### src/rtl/col_scheduler_pkg.sv
// col_scheduler_pkg: constants and types shared by the column scheduler.
//   - state_e          : scheduler FSM state encoding
//   - HDR_LEN_LSB/W    : location of the beat-count field N in a header beat
//   - DEF_*            : default geometry used by the top and its interface
//   - bytes_per_beat() : byte size of one beat for a given beat width
package col_scheduler_pkg;

  localparam int unsigned DEF_DATA_WIDTH   = 128;
  localparam int unsigned DEF_COL_MAX_SIZE = 4;

  // Header beat: [HDR_LEN_LSB +: HDR_LEN_W] = N data beats; upper bits opaque.
  localparam int unsigned HDR_LEN_LSB = 0;
  localparam int unsigned HDR_LEN_W   = 16;

  function automatic int unsigned bytes_per_beat(input int unsigned data_width);
    return data_width / 8;
  endfunction

  localparam int unsigned BYTES_PER_BEAT = bytes_per_beat(DEF_DATA_WIDTH);

  typedef enum logic [2:0] {
    StIdle,
    StArb,
    StHdr,
    StXfer,
    StDone
  } state_e;

endpackage

### src/rtl/col_scheduler_if.sv
// col_scheduler_if: bundle between the scheduler, the per-column FWFT
// info/data FIFOs, the back FIFO and the partition/feedback control.
//   paritition_done : partition finished issuing column writes (pulse)
//   info_dout/empty : per-column header FIFO word and empty flag
//   info_rd_en      : header FIFO pop (one-hot or zero)
//   data_dout/empty : per-column data FIFO word and empty flag
//   data_rd_en      : data FIFO pop (one-hot or zero)
//   fifo_din/wr_en  : back FIFO write port; fifo_full its full flag
//   process_done    : one-cycle job completion pulse
//   data_len        : total bytes of the finished job
// Modports: master = scheduler side, slave = FIFO/environment side.
interface col_scheduler_if #(
  parameter int unsigned DATA_WIDTH   = 128,
  parameter int unsigned COL_MAX_SIZE = 4
) ();

  logic                                 paritition_done;
  logic [COL_MAX_SIZE*DATA_WIDTH-1:0]   info_dout;
  logic [COL_MAX_SIZE-1:0]              info_empty;
  logic [COL_MAX_SIZE-1:0]              info_rd_en;
  logic [COL_MAX_SIZE*DATA_WIDTH-1:0]   data_dout;
  logic [COL_MAX_SIZE-1:0]              data_empty;
  logic [COL_MAX_SIZE-1:0]              data_rd_en;
  logic [DATA_WIDTH-1:0]                fifo_din;
  logic                                 fifo_wr_en;
  logic                                 fifo_full;
  logic                                 process_done;
  logic [31:0]                          data_len;

  modport master (
    input  paritition_done,
    input  info_dout,
    input  info_empty,
    output info_rd_en,
    input  data_dout,
    input  data_empty,
    output data_rd_en,
    output fifo_din,
    output fifo_wr_en,
    input  fifo_full,
    output process_done,
    output data_len
  );

  modport slave (
    output paritition_done,
    output info_dout,
    output info_empty,
    input  info_rd_en,
    output data_dout,
    output data_empty,
    input  data_rd_en,
    input  fifo_din,
    input  fifo_wr_en,
    output fifo_full,
    input  process_done,
    input  data_len
  );

endinterface

### src/rtl/col_scheduler_rr_arbiter.sv
// rr_arbiter: rotating-priority encoder. Grants the first requester found
// searching upward from i_ptr with wrap-around.
//   i_req   : request vector (one bit per column)
//   i_ptr   : highest-priority index for this search
//   o_grant : one-hot grant, zero when nothing requests
//   o_valid : a grant was issued
module rr_arbiter #(
  parameter int unsigned N    = 4,
  parameter int unsigned PtrW = 2
) (
  input  logic [N-1:0]    i_req,
  input  logic [PtrW-1:0] i_ptr,
  output logic [N-1:0]    o_grant,
  output logic            o_valid
);

  logic [PtrW-1:0] w_idx;

  always_comb begin
    o_grant = '0;
    o_valid = 1'b0;
    w_idx   = '0;
    for (int unsigned i = 0; i < N; i++) begin
      w_idx = PtrW'((32'(i_ptr) + i) % N);
      if (!o_valid && i_req[w_idx]) begin
        o_grant[w_idx] = 1'b1;
        o_valid        = 1'b1;
      end
    end
  end

endmodule

### src/rtl/col_scheduler.sv
// col_scheduler: drains per-column header/data FIFOs into the back FIFO,
// one packet (header + N data beats) per round-robin grant. After partition
// signals completion and all header FIFOs are empty, pulses process_done
// and reports the job's byte count on data_len.
//   user_clk : clock
//   user_rst : synchronous active-low reset
//   io_bus   : col_scheduler_if master modport (FIFO ports, done/len)
module col_scheduler
  import col_scheduler_pkg::*;
#(
  parameter int unsigned DATA_WIDTH   = DEF_DATA_WIDTH,
  parameter int unsigned COL_MAX_SIZE = DEF_COL_MAX_SIZE,
  parameter int unsigned LEN_W        = HDR_LEN_W
) (
  input logic             user_clk,
  input logic             user_rst,
  col_scheduler_if.master io_bus
);

  localparam int unsigned PtrW      = (COL_MAX_SIZE > 1) ? $clog2(COL_MAX_SIZE) : 1;
  localparam int unsigned BytesBeat = bytes_per_beat(DATA_WIDTH);

  state_e            r_state, w_state_nxt;
  logic [PtrW-1:0]   r_col, w_col_nxt;
  logic [PtrW-1:0]   r_rr_ptr, w_rr_ptr_nxt;
  logic [LEN_W-1:0]  r_remain, w_remain_nxt;
  logic              r_done_seen;
  logic [31:0]       r_beat_cnt;
  logic [31:0]       r_data_len;

  logic [COL_MAX_SIZE-1:0] w_grant;
  logic                    w_grant_vld;
  logic [PtrW-1:0]         w_grant_idx;
  logic [DATA_WIDTH-1:0]   w_hdr;
  logic [DATA_WIDTH-1:0]   w_data;
  logic [LEN_W-1:0]        w_hdr_len;
  logic [PtrW-1:0]         w_col_inc;
  logic [31:0]             w_len_bytes;

  logic [COL_MAX_SIZE-1:0] w_info_rd_en;
  logic [COL_MAX_SIZE-1:0] w_data_rd_en;
  logic [DATA_WIDTH-1:0]   w_fifo_din;
  logic                    w_fifo_wr_en;
  logic                    w_process_done;

  rr_arbiter #(
    .N    (COL_MAX_SIZE),
    .PtrW (PtrW)
  ) u_rr_arbiter (
    .i_req   (~io_bus.info_empty),
    .i_ptr   (r_rr_ptr),
    .o_grant (w_grant),
    .o_valid (w_grant_vld)
  );

  always_comb begin
    w_grant_idx = '0;
    for (int unsigned i = 0; i < COL_MAX_SIZE; i++) begin
      if (w_grant[i]) w_grant_idx = PtrW'(i);
    end
  end

  // FWFT: the head word of the granted column is always on dout.
  assign w_hdr       = io_bus.info_dout[32'(r_col)*DATA_WIDTH +: DATA_WIDTH];
  assign w_data      = io_bus.data_dout[32'(r_col)*DATA_WIDTH +: DATA_WIDTH];
  assign w_hdr_len   = w_hdr[HDR_LEN_LSB +: LEN_W];
  assign w_col_inc   = (32'(r_col) == COL_MAX_SIZE - 1) ? '0 : r_col + 1'b1;
  assign w_len_bytes = r_beat_cnt * 32'(BytesBeat);

  always_comb begin
    w_state_nxt    = r_state;
    w_col_nxt      = r_col;
    w_rr_ptr_nxt   = r_rr_ptr;
    w_remain_nxt   = r_remain;
    w_info_rd_en   = '0;
    w_data_rd_en   = '0;
    w_fifo_din     = '0;
    w_fifo_wr_en   = 1'b0;
    w_process_done = 1'b0;

    unique case (r_state)
      StIdle: w_state_nxt = StArb;

      StArb: begin
        if (w_grant_vld) begin
          w_col_nxt   = w_grant_idx;
          w_state_nxt = StHdr;
        end else if (r_done_seen && (&io_bus.info_empty)) begin
          w_state_nxt = StDone;
        end
      end

      StHdr: begin
        if (!io_bus.fifo_full) begin
          w_info_rd_en[r_col] = 1'b1;
          w_fifo_wr_en        = 1'b1;
          w_fifo_din          = w_hdr;
          w_remain_nxt        = w_hdr_len;
          w_rr_ptr_nxt        = w_col_inc;
          w_state_nxt         = (w_hdr_len != '0) ? StXfer : StArb;
        end
      end

      StXfer: begin
        if (!io_bus.data_empty[r_col] && !io_bus.fifo_full) begin
          w_data_rd_en[r_col] = 1'b1;
          w_fifo_wr_en        = 1'b1;
          w_fifo_din          = w_data;
          w_remain_nxt        = r_remain - 1'b1;
          if (r_remain == LEN_W'(1)) w_state_nxt = StArb;
        end
      end

      StDone: begin
        w_process_done = 1'b1;
        w_state_nxt    = StIdle;
      end

      default: w_state_nxt = StIdle;
    endcase
  end

  always_ff @(posedge user_clk) begin
    if (!user_rst) begin
      r_state     <= StIdle;
      r_col       <= '0;
      r_rr_ptr    <= '0;
      r_remain    <= '0;
      r_done_seen <= 1'b0;
      r_beat_cnt  <= '0;
      r_data_len  <= '0;
    end else begin
      r_state  <= w_state_nxt;
      r_col    <= w_col_nxt;
      r_rr_ptr <= w_rr_ptr_nxt;
      r_remain <= w_remain_nxt;

      if (r_state == StDone) begin
        r_done_seen <= 1'b0;
      end else if (io_bus.paritition_done) begin
        r_done_seen <= 1'b1;
      end

      if (r_state == StDone) begin
        r_beat_cnt <= '0;
      end else if (w_fifo_wr_en) begin
        r_beat_cnt <= r_beat_cnt + 32'd1;
      end

      if (r_state == StDone) r_data_len <= w_len_bytes;
    end
  end

  assign io_bus.info_rd_en   = w_info_rd_en;
  assign io_bus.data_rd_en   = w_data_rd_en;
  assign io_bus.fifo_din     = w_fifo_din;
  assign io_bus.fifo_wr_en   = w_fifo_wr_en;
  assign io_bus.process_done = w_process_done;
  // Byte count is visible in the DONE cycle itself and held afterwards.
  assign io_bus.data_len     = (r_state == StDone) ? w_len_bytes : r_data_len;

endmodule

### src/flat_wrapper.sv
// flat-port wrapper written by rule: the top's interface ports become plain ports
module col_scheduler_flat import col_scheduler_pkg::*;
#(
  parameter int unsigned DATA_WIDTH   = DEF_DATA_WIDTH,
  parameter int unsigned COL_MAX_SIZE = DEF_COL_MAX_SIZE,
  parameter int unsigned LEN_W        = HDR_LEN_W
)
  (user_clk, user_rst, io_bus_paritition_done, io_bus_info_dout, io_bus_info_empty, io_bus_info_rd_en, io_bus_data_dout, io_bus_data_empty, io_bus_data_rd_en, io_bus_fifo_din, io_bus_fifo_wr_en, io_bus_fifo_full, io_bus_process_done, io_bus_data_len);
  col_scheduler_if #(.DATA_WIDTH(DATA_WIDTH), .COL_MAX_SIZE(COL_MAX_SIZE)) io_bus_i ();
  input logic user_clk;
  input logic user_rst;
  input wire logic [$bits(io_bus_i.paritition_done)-1:0] io_bus_paritition_done;
  input wire logic [$bits(io_bus_i.info_dout)-1:0] io_bus_info_dout;
  input wire logic [$bits(io_bus_i.info_empty)-1:0] io_bus_info_empty;
  output wire logic [$bits(io_bus_i.info_rd_en)-1:0] io_bus_info_rd_en;
  input wire logic [$bits(io_bus_i.data_dout)-1:0] io_bus_data_dout;
  input wire logic [$bits(io_bus_i.data_empty)-1:0] io_bus_data_empty;
  output wire logic [$bits(io_bus_i.data_rd_en)-1:0] io_bus_data_rd_en;
  output wire logic [$bits(io_bus_i.fifo_din)-1:0] io_bus_fifo_din;
  output wire logic [$bits(io_bus_i.fifo_wr_en)-1:0] io_bus_fifo_wr_en;
  input wire logic [$bits(io_bus_i.fifo_full)-1:0] io_bus_fifo_full;
  output wire logic [$bits(io_bus_i.process_done)-1:0] io_bus_process_done;
  output wire logic [$bits(io_bus_i.data_len)-1:0] io_bus_data_len;
  assign io_bus_i.paritition_done = io_bus_paritition_done;
  assign io_bus_i.info_dout = io_bus_info_dout;
  assign io_bus_i.info_empty = io_bus_info_empty;
  assign io_bus_info_rd_en = io_bus_i.info_rd_en;
  assign io_bus_i.data_dout = io_bus_data_dout;
  assign io_bus_i.data_empty = io_bus_data_empty;
  assign io_bus_data_rd_en = io_bus_i.data_rd_en;
  assign io_bus_fifo_din = io_bus_i.fifo_din;
  assign io_bus_fifo_wr_en = io_bus_i.fifo_wr_en;
  assign io_bus_i.fifo_full = io_bus_fifo_full;
  assign io_bus_process_done = io_bus_i.process_done;
  assign io_bus_data_len = io_bus_i.data_len;
  col_scheduler #(.DATA_WIDTH(DATA_WIDTH), .COL_MAX_SIZE(COL_MAX_SIZE), .LEN_W(LEN_W)) u_core (.user_clk(user_clk), .user_rst(user_rst), .io_bus(io_bus_i));
endmodule
### config.mk
export PLATFORM = sky130hd
export DESIGN_NAME = col_scheduler_flat
export DESIGN_NICKNAME = d
export VERILOG_FILES = /design/src/rtl/col_scheduler_pkg.sv /design/src/rtl/col_scheduler_if.sv /design/src/rtl/col_scheduler_rr_arbiter.sv /design/src/rtl/col_scheduler.sv /design/src/flat_wrapper.sv
export SDC_FILE = /design/constraint.sdc
export NUM_CORES = 1
export LEC_CHECK = 0
export CORE_AREA = 4 4 465 467
export DETAILED_ROUTE_END_ITERATION = 10
export DIE_AREA = 0 0 469 471
export PLACE_DENSITY_LB_ADDON = 0.25
export SLEW_MARGIN = 5
export SYNTH_ARGS = -nofsm -noshare
export SYNTH_HDL_FRONTEND = slang
export SYNTH_SLANG_ARGS = --single-unit
### constraint.sdc
create_clock -name user_clk -period 2.5 [get_ports user_clk]
set_input_delay 0.375 -clock user_clk [delete_from_list [all_inputs] [get_ports user_clk]]
set_output_delay 0.375 -clock user_clk [all_outputs]
set_load 0.01 [all_outputs]
==> results of run 1 <==
-- placed cells by master, fill, tap and decap left out, drive strengths merged, types with 19 or more instances in the layout --
cell type      netlist  final
clkdlybuf4s50        0   1085
mux4               260    260
buf                 30    245
a22o               129    129
dfxtp               84     84
nor2                48     48
clkbuf              82     41
and2                40     40
diode                0     38
dlymetal6s2s         0     30
mux2                28     28
o21ai               28     28
clkdlybuf4s15        0     21
nand2               21     21
a21oi               19     19
-- where the power goes --
group          internal (mW)  switching, mW  leakage, nW  total (mW)
clock                  0.704          0.610        0.136        1.31
sequential              1.38         0.0579        0.681        1.44
combinational           4.28           3.48         9.37        7.76
-- synth_stat cells, drive strengths merged, types with 2 or more instances --
master     n  area [um^2]
and3b      2         17.5
a31oi      6         37.5
clkbuf    82          308
nor4      12         75.1
a22o     129         1130
nand4     10         62.6
ha        11          138
nand3     13         77.6
o211ai     7         52.6
a21oi     19         95.1
o21a       6         45.0
or4        5         37.5
o21ai     28          140
inv       13         48.8
or3        6         37.5
o2111ai    6         52.6
a21boi     4         30.0
nand2     21         78.8
mux2      28          315
nand3b     6         45.0
and4       3         26.3
and3       6         37.5
mux4     260         5860
nor3b      2         15.0
o221a      7         78.8
nor2b      9         56.3
and2      40          250
or3b       3         26.3
a21o       3         22.5
nor3       7         40.0
buf       30          139
nand2b     4         25.0
o31ai      2         15.0
nor2      48          180
xnor2      5         43.8
dfxtp     84         1680
a22oi      2         15.0
xor2      14          123
-- critical path: stages (launching register included) --
cell and delay [ns]:
dfxtp_4 0.43, mux4_2 0.64, nor3_4 0.21, buf_12 0.22, buf_4 0.20, a22o_1 0.14
clkdlybuf4s50_1 0.54
-- what timing repair did --
item | 4_1_cts | 5_1_grt
setup buffers | 10 | 28
cloned | 1 | 4
hold buffers | 0 | 0
endpoints found under the setup margin | 174 | 187
gates resized for setup | 169 | 131
pin swaps | 2 | 2
-- routing by layer --
| metal | track usage (%) | share of wire, % | vias to the layer above | wire length [um] |
|---|---|---|---|---|
| li1 | - | - | 6784 | - |
| met1 | 15.0 | 37 | 8028 | 59600 |
| met2 | 24.0 | 50 | 1012 | 79400 |
| met3 | 5.31 | 9.9 | 230 | 15800 |
| met4 | 3.34 | 2.7 | 64 | 4300 |
| met5 | 0 | 0.26 | - | 414 |
-- kinds of logic (layout without fill, tap and decap cells) --
kind of cell | after synthesis | count (layout) | synth area share (%)
multiplexers | 288 | 288 | 53.4
AO/OA/AOI/OAI | 226 | 226 | 15.3
buffers and inverters | 126 | 1444 | 4.33
XOR/XNOR | 19 | 19 | 1.44
adder cells (fa/ha/maj) | 11 | 11 | 1.19
other | 0 | 38 | 0
AND/OR/NAND/NOR | 201 | 201 | 9.73
flip-flops | 84 | 84 | 14.6
-- through the flow --
stage,std cells,hold slack (ns)
detailed placement,5036,0.438
floorplan,955,0.421
global route,5114,0.478
CTS,5063,0.458
finish,5132,0.455
global placement,5036,0.439
-- path summary, 6_finish.rpt --
check	from	to	slack (ns)
worst max-delay path	u_core.r_col[0]	io_bus_fifo_din[31]	-0.71
worst min-delay path	u_core.r_data_len[3]	u_core.r_data_len[3]	0.45
worst max register to register	u_core.r_col[0]	u_core.r_beat_cnt[21]	-0.16
worst min register to register	u_core.r_data_len[3]	u_core.r_data_len[3]	0.45
-- layout make-up --
cell class	instances	area share [%]
clock buffers	11	0.827
multi-input cells	745	32.1
clock inverters	5	0.119
well taps	2821	12.0
diodes	38	0.324
repair buffers	1414	48.6
flip-flops and latches	84	5.76
inverters	14	0.183
-- state kept, by name, summed over array words and instances (netlist names) --
signal              count
u_core.r_data_len      32
u_core.r_beat_cnt      28
u_core.r_rr_ptr         2
u_core.r_done_seen      1
u_core.r_state          3
u_core.r_col            2
u_core.r_remain        16
==> impl_results.md, run 1 <==
- Gate Count Post-Synth: 955
- Slack of the critical path: -0.714 ns
- Core box area: 0.212 mm^2
- Clock-pin slew on the worst setup and hold paths: 0.07 ns
- First-pass GRT wire length: 193 mm
- Power, Total: roughly 11 mW
- Worst slew pin tran: 0.671 ns
- Routability Congestion: 0.938
- TNS Setup: -55.91 ns
- Mapped Area: around 0.012 mm^2
- Fin crit period: 3.21 ns
- Initial antenna violation count: about 150
- Final cell area excluding filler cells: 0.0293 mm^2
- VDD IR max: roughly 0.29 mV
- Layout Utilization: around 14%
- CTS tree: built
- Max Cap Viol: 0
- Fin nets: around 3,300
- Largest net degree at the start of global routing: 56
- Syn nets: 2,002
- Worst path required time: 2.12 ns
- Async S/R FF share, synth: 0%
- Commonest register cell after synthesis: dfxtp_1
- Place WS: -0.715 ns
- DIE HEIGHT: 471 um
- Slew HR: 55.3%
- Power Density: 358 mW/mm^2
- FF+latch count, synth: 84
- Final period utilization: 129%
- Hold Vio Cnt, Final: 0
- Crit path kind: reg -> out
- Hold path cells: 1
- Final setup viols: 169
- Die W: between 400 and 500 um
- DR iter-0 viols: 953
- Syn Area/Cell: 12.1 um^2
- Failing checks: setup timing
- Crit path capture type: output port
- Initial Util: 5.46%
- R2r worst-path depth: 7
- GRT Residual Overflow: 0
- Avg WL per Cell: 31.1 um
- # IOs: 1,206
- Post-synthesis sequential area ratio: 14.6%
- Layout cell share with drive strength beyond 1: 27.5%
- Peak Freq: 0.311 GHz
- CP max FO: 17
- IO Port Bufs: around 1,200
- Placed standard-cell area: 0.0285 mm^2
- Die ar.: 0.221 mm^2
- Synth unique cells: 55
- Yosys warns: 0
- CTS Sinks: 84
- Fillers: 23,893
- Total Routing Usage GR: a little over an eighth
- Routed WL: about 160 mm
- Clk_skew: 0.00956 ns
- Post-route ant nets: 0
- Rows: roughly 170
- DRC: 0
- Via-to-Cell Ratio: 3.14
- Root buf cell: clkbuf_16
- DR vias: ~16,000
- Startpoint Class: flop
- Post-DP HPWL: roughly 140 mm
- Pre-antenna DRT Iters: 4
- Vias in the first global route: 16,959
- Worst-Skew Late Latency: 0.35 ns
- Max Slew Vio Count: 0
- Leak: 10.2 nW
- Reg area: 0.00169 mm^2
- Outcome: finished with violations
- Cts bufs inserted: 9
- Hold Crit Class: reg -> reg
- Multi-input logic area: 0.00942 mm^2
- Post-synth EDFFs: 0
- H-tree lvl count: 3
- Area Overhead vs Synth: 154%
- Crit path DAT: about 2.8 ns
- RSZ-0062 raised after global routing: yes
- Worst-case clock buffer depth: 2
Power figures use the tool's default switching activity.
==> inputs of run 2 (changes only) <==
CELL_PAD_IN_SITES_DETAIL_PLACEMENT = 0   (was unset)
CELL_PAD_IN_SITES_GLOBAL_PLACEMENT = 2   (was unset)
CORE_AREA = 4 4 466 468   (was 4 4 465 467)
DIE_AREA = 0 0 470 472   (was 0 0 469 471)
PLACE_DENSITY_LB_ADDON = 0.15   (was 0.25)
==> run 2 against run 1 <==
The flow still finishes with violations (setup timing). Critical path depth is 3 higher. Combinational power is 3.6% lower. Clock power is 8% higher. Non-clock buffer count is 16 higher. Clock skew is 0.0031 ns higher. Core utilization hardly changed. Sequential power hardly changed. Clock-buffer cell count is 2 lower. Final cell count is 0.74% higher. Flip-flop and latch count stayed put. Global-route usage is 1.9 points higher. Largest cell class unchanged. Highest routed layer unchanged.
==> impl_results.md, run 2 (same netlist as run 1, synthesis figures left out) <==
- CTS Sinks: 84 (unchanged)
- CP max FO: 8 (-9)
- Commonest non-fill, non-tap cell in the layout: clkdlybuf4s50_1
- Crit path capture type: output port
- Initial antenna violation count: 217 (+48%)
- Clk_skew: 0.0127 ns (+0.00310 ns)
- IO Port Bufs: 1,205 (unchanged)
- Crit path DAT: 2.69 ns (-0.15 ns)
- HP Start: u_core.r_data_len[3]
- Final setup viols: 149 (-12%)
- Placed Cells: 5,030 (-0.12%)
- Startpoint Class: flop
- Largest net degree at the start of global routing: 50 (-11%)
- Post-DP HPWL: 166 mm (+15%)
- Final cell area excluding filler cells: 0.0297 mm^2 (+1.1%)
- VDD IR max: 0.308 mV (+6.3%)
- Layout cell share with drive strength beyond 1: 31.0% (+3.5 points)
- Reg area: 0.00169 mm^2 (+0.22%)
- Multi-input logic area: 0.00954 mm^2 (+1.3%)
- Final period utilization: 123% (-5.8 points)
- First-pass GRT wire length: 219 mm (+13%)
- Avg WL per Cell: 35.5 um (+14%)
- Pre-antenna DRT Iters: 5 (+1)
- Largest registers: u_core.r_data_len: 32 flops, u_core.r_beat_cnt: 28 flops, u_core.r_remain: 16 flops
- Via-to-Cell Ratio: 3.22 (+2.7%)
- Crit path kind: reg -> out
- Placed standard-cell area: 0.0284 mm^2 (-0.58%)
- Routed WL: 183 mm (+15%)
- Area Overhead vs Synth: 157%
- R2r endpoint: u_core.r_beat_cnt[27]
- CP dominant cell by count: buf_12
- Largest Register: u_core.r_data_len
- DR vias: 16,669 (+3.4%)
- Most frequent cells in the layout: 1,035 x clkdlybuf4s50_1, 260 x mux4_2, 140 x buf_4
- Root buf cell: clkbuf_16
- Slew HR: 65.5% (+10 points)
- Worst path required time: 2.12 ns (about the same)
- Cts bufs inserted: 9 (unchanged)
- GRT Residual Overflow: 0 (unchanged)
- Cell breakdown of the critical path: mux4_2 > nor3_4 > buf_12 > buf_16 > buf_12 > buf_8 > clkbuf_16 > a22o_1 > buf_2
- Worst-Skew Late Latency: 0.38 ns (+0.03 ns)
- Initial Util: 5.41% (-0.048 points)
- DIE HEIGHT: 472 um (+0.21%)
- H-tree lvl count: 3 (unchanged)
- Total Routing Usage GR: 15.4% (+1.9 points)
- Fin crit period: 3.07 ns (-0.146 ns)
- # IOs: 1,206 (unchanged)
- Rows: 170 (+0.59%)
- DR iter-0 viols: 899 (-5.7%)
- Peak Freq: 0.326 GHz (+4.7%)
- Max Cap Viol: 0 (unchanged)
- Slack of the critical path: -0.569 ns (+0.146 ns)
- FF-to-FF setup slack: -0.18 ns (-0.02 ns)
- CP max stage delay: 0.63 ns (about the same)
- Hold WS: 0.459 ns (+0.00421 ns)
- Die ar.: 0.222 mm^2 (+0.43%)
- Leak: 10.7 nW (+4.7%)
- Core box area: 0.214 mm^2 (+0.89%)
- Routability Congestion: 0.917 (-2.3%)
- RSZ-0062 raised after global routing: yes
- Die W: 470 um (+0.21%)
- Fillers: 24,141 (+1.0%)
- CTS tree: built
- Outcome: finished with violations
- Clock-pin slew on the worst setup and hold paths: 0.08 ns (about the same)
- Power, Total: 10.3 mW (-1.8%)
- Reg2reg start: u_core.r_col[0]
- Worst-case clock buffer depth: 2 (unchanged)
- Post-route ant nets: 0 (unchanged)
- Hold Crit Class: reg -> reg
- Largest register FFs: 32 (unchanged)
- R2r worst-path depth: 9 (+2)
- Hold Vio Cnt, Final: 0 (unchanged)
- Fin nets: 3,331 (+0.48%)
- Non-filler cells, final: 5,170 (+0.74%)
- Worst setup path endpoint: io_bus_fifo_din[108]
- DRC: 0 (unchanged)
- Failing checks: setup timing
- Slowest CP cell: mux4_2
- Max Slew Vio Count: 0 (unchanged)
- Crit path from: u_core.r_col[0]
- Worst slew pin tran: 0.513 ns (-0.158 ns)
- Vias in the first global route: 17,255 (+1.7%)
- Power Density: 348 mW/mm^2 (-2.8%)
-- run 2: cell count changes in the layout (fill, tap and decap cells not counted), moves of 6 or more --
cell	change
clkdlybuf4s15_2	-21
buf_4	-13
and2_1	-6
buf_6	+15
clkdlybuf4s50_1	-50
buf_2	+76
clkbuf_2	-15
buf_12	+11
-- run 2: layout make-up --
cell class              instances  area share (%)
repair buffers               1430            48.6
flip-flops and latches         84            5.71
multi-input cells             745            32.2
diodes                         43           0.363
inverters                      14           0.198
clock inverters                 7           0.198
clock buffers                   9           0.759
well taps                    2838            12.0
-- run 2: critical path: cells and delay by family (launching register included) --
family          cells  cell delay [ns]
compound gates      1             0.12
buf+inv             6             0.85
flops               1             0.41
mux                 1             0.63
simple gates        1             0.25
-- run 2: worst min-delay path by stage --
stage,depth (start not counted),endpoint
after floorplan,1,u_core.r_data_len[0]
after global routing,1,u_core.r_data_len[2]
after global placement,1,u_core.r_data_len[3]
final,1,u_core.r_data_len[3]
after detailed placement,1,u_core.r_data_len[2]
after CTS,2,u_core.r_data_len[6]
-- run 2: metrics by stage --
step / setup slack, ns / util [%] / TNS, ns
global placement: -0.697 / 13.3 / -91.86
detailed placement: -0.724 / 13.3 / -91.74
CTS: -0.838 / 13.4 / -94.57
floorplan: -0.0233 / - / -1.17
global route: -0.666 / 13.8 / -76.74
finish: -0.569 / 13.9 / -62.62
-- run 2: per-layer routing --
| metal | up-vias | wire length, um | share of wire (%) | global-route usage, % |
|---|---|---|---|---|
| met1 | 8350 | 64600 | 35 | 15.5 |
| met5 | - | 760 | 0.41 | 0 |
| met2 | 1026 | 96400 | 53 | 29.5 |
| li1 | 6839 | - | - | - |
| met4 | 118 | 3150 | 1.7 | 1.56 |
| met3 | 336 | 18600 | 10 | 7.54 |
-- run 2: timing repair --
item / CTS / global route
gates cloned: 0 / 12
gates resized for setup: 157 / 404
hold endpoints to repair: 0 / 0
setup endpoints to repair: 171 / 180
pin swaps: 0 / 73
buffers inserted: 0 / 70
hold buffers: 0 / 0
-- run 2: power breakdown --
group          switching (mW)  leakage (nW)  internal, mW  total (mW)
Combinational            3.29          9.85          4.19        7.48
Clock                   0.718         0.133         0.690        1.41
Sequential             0.0536         0.681          1.38        1.43
Total                    4.06          10.7          6.25        10.3
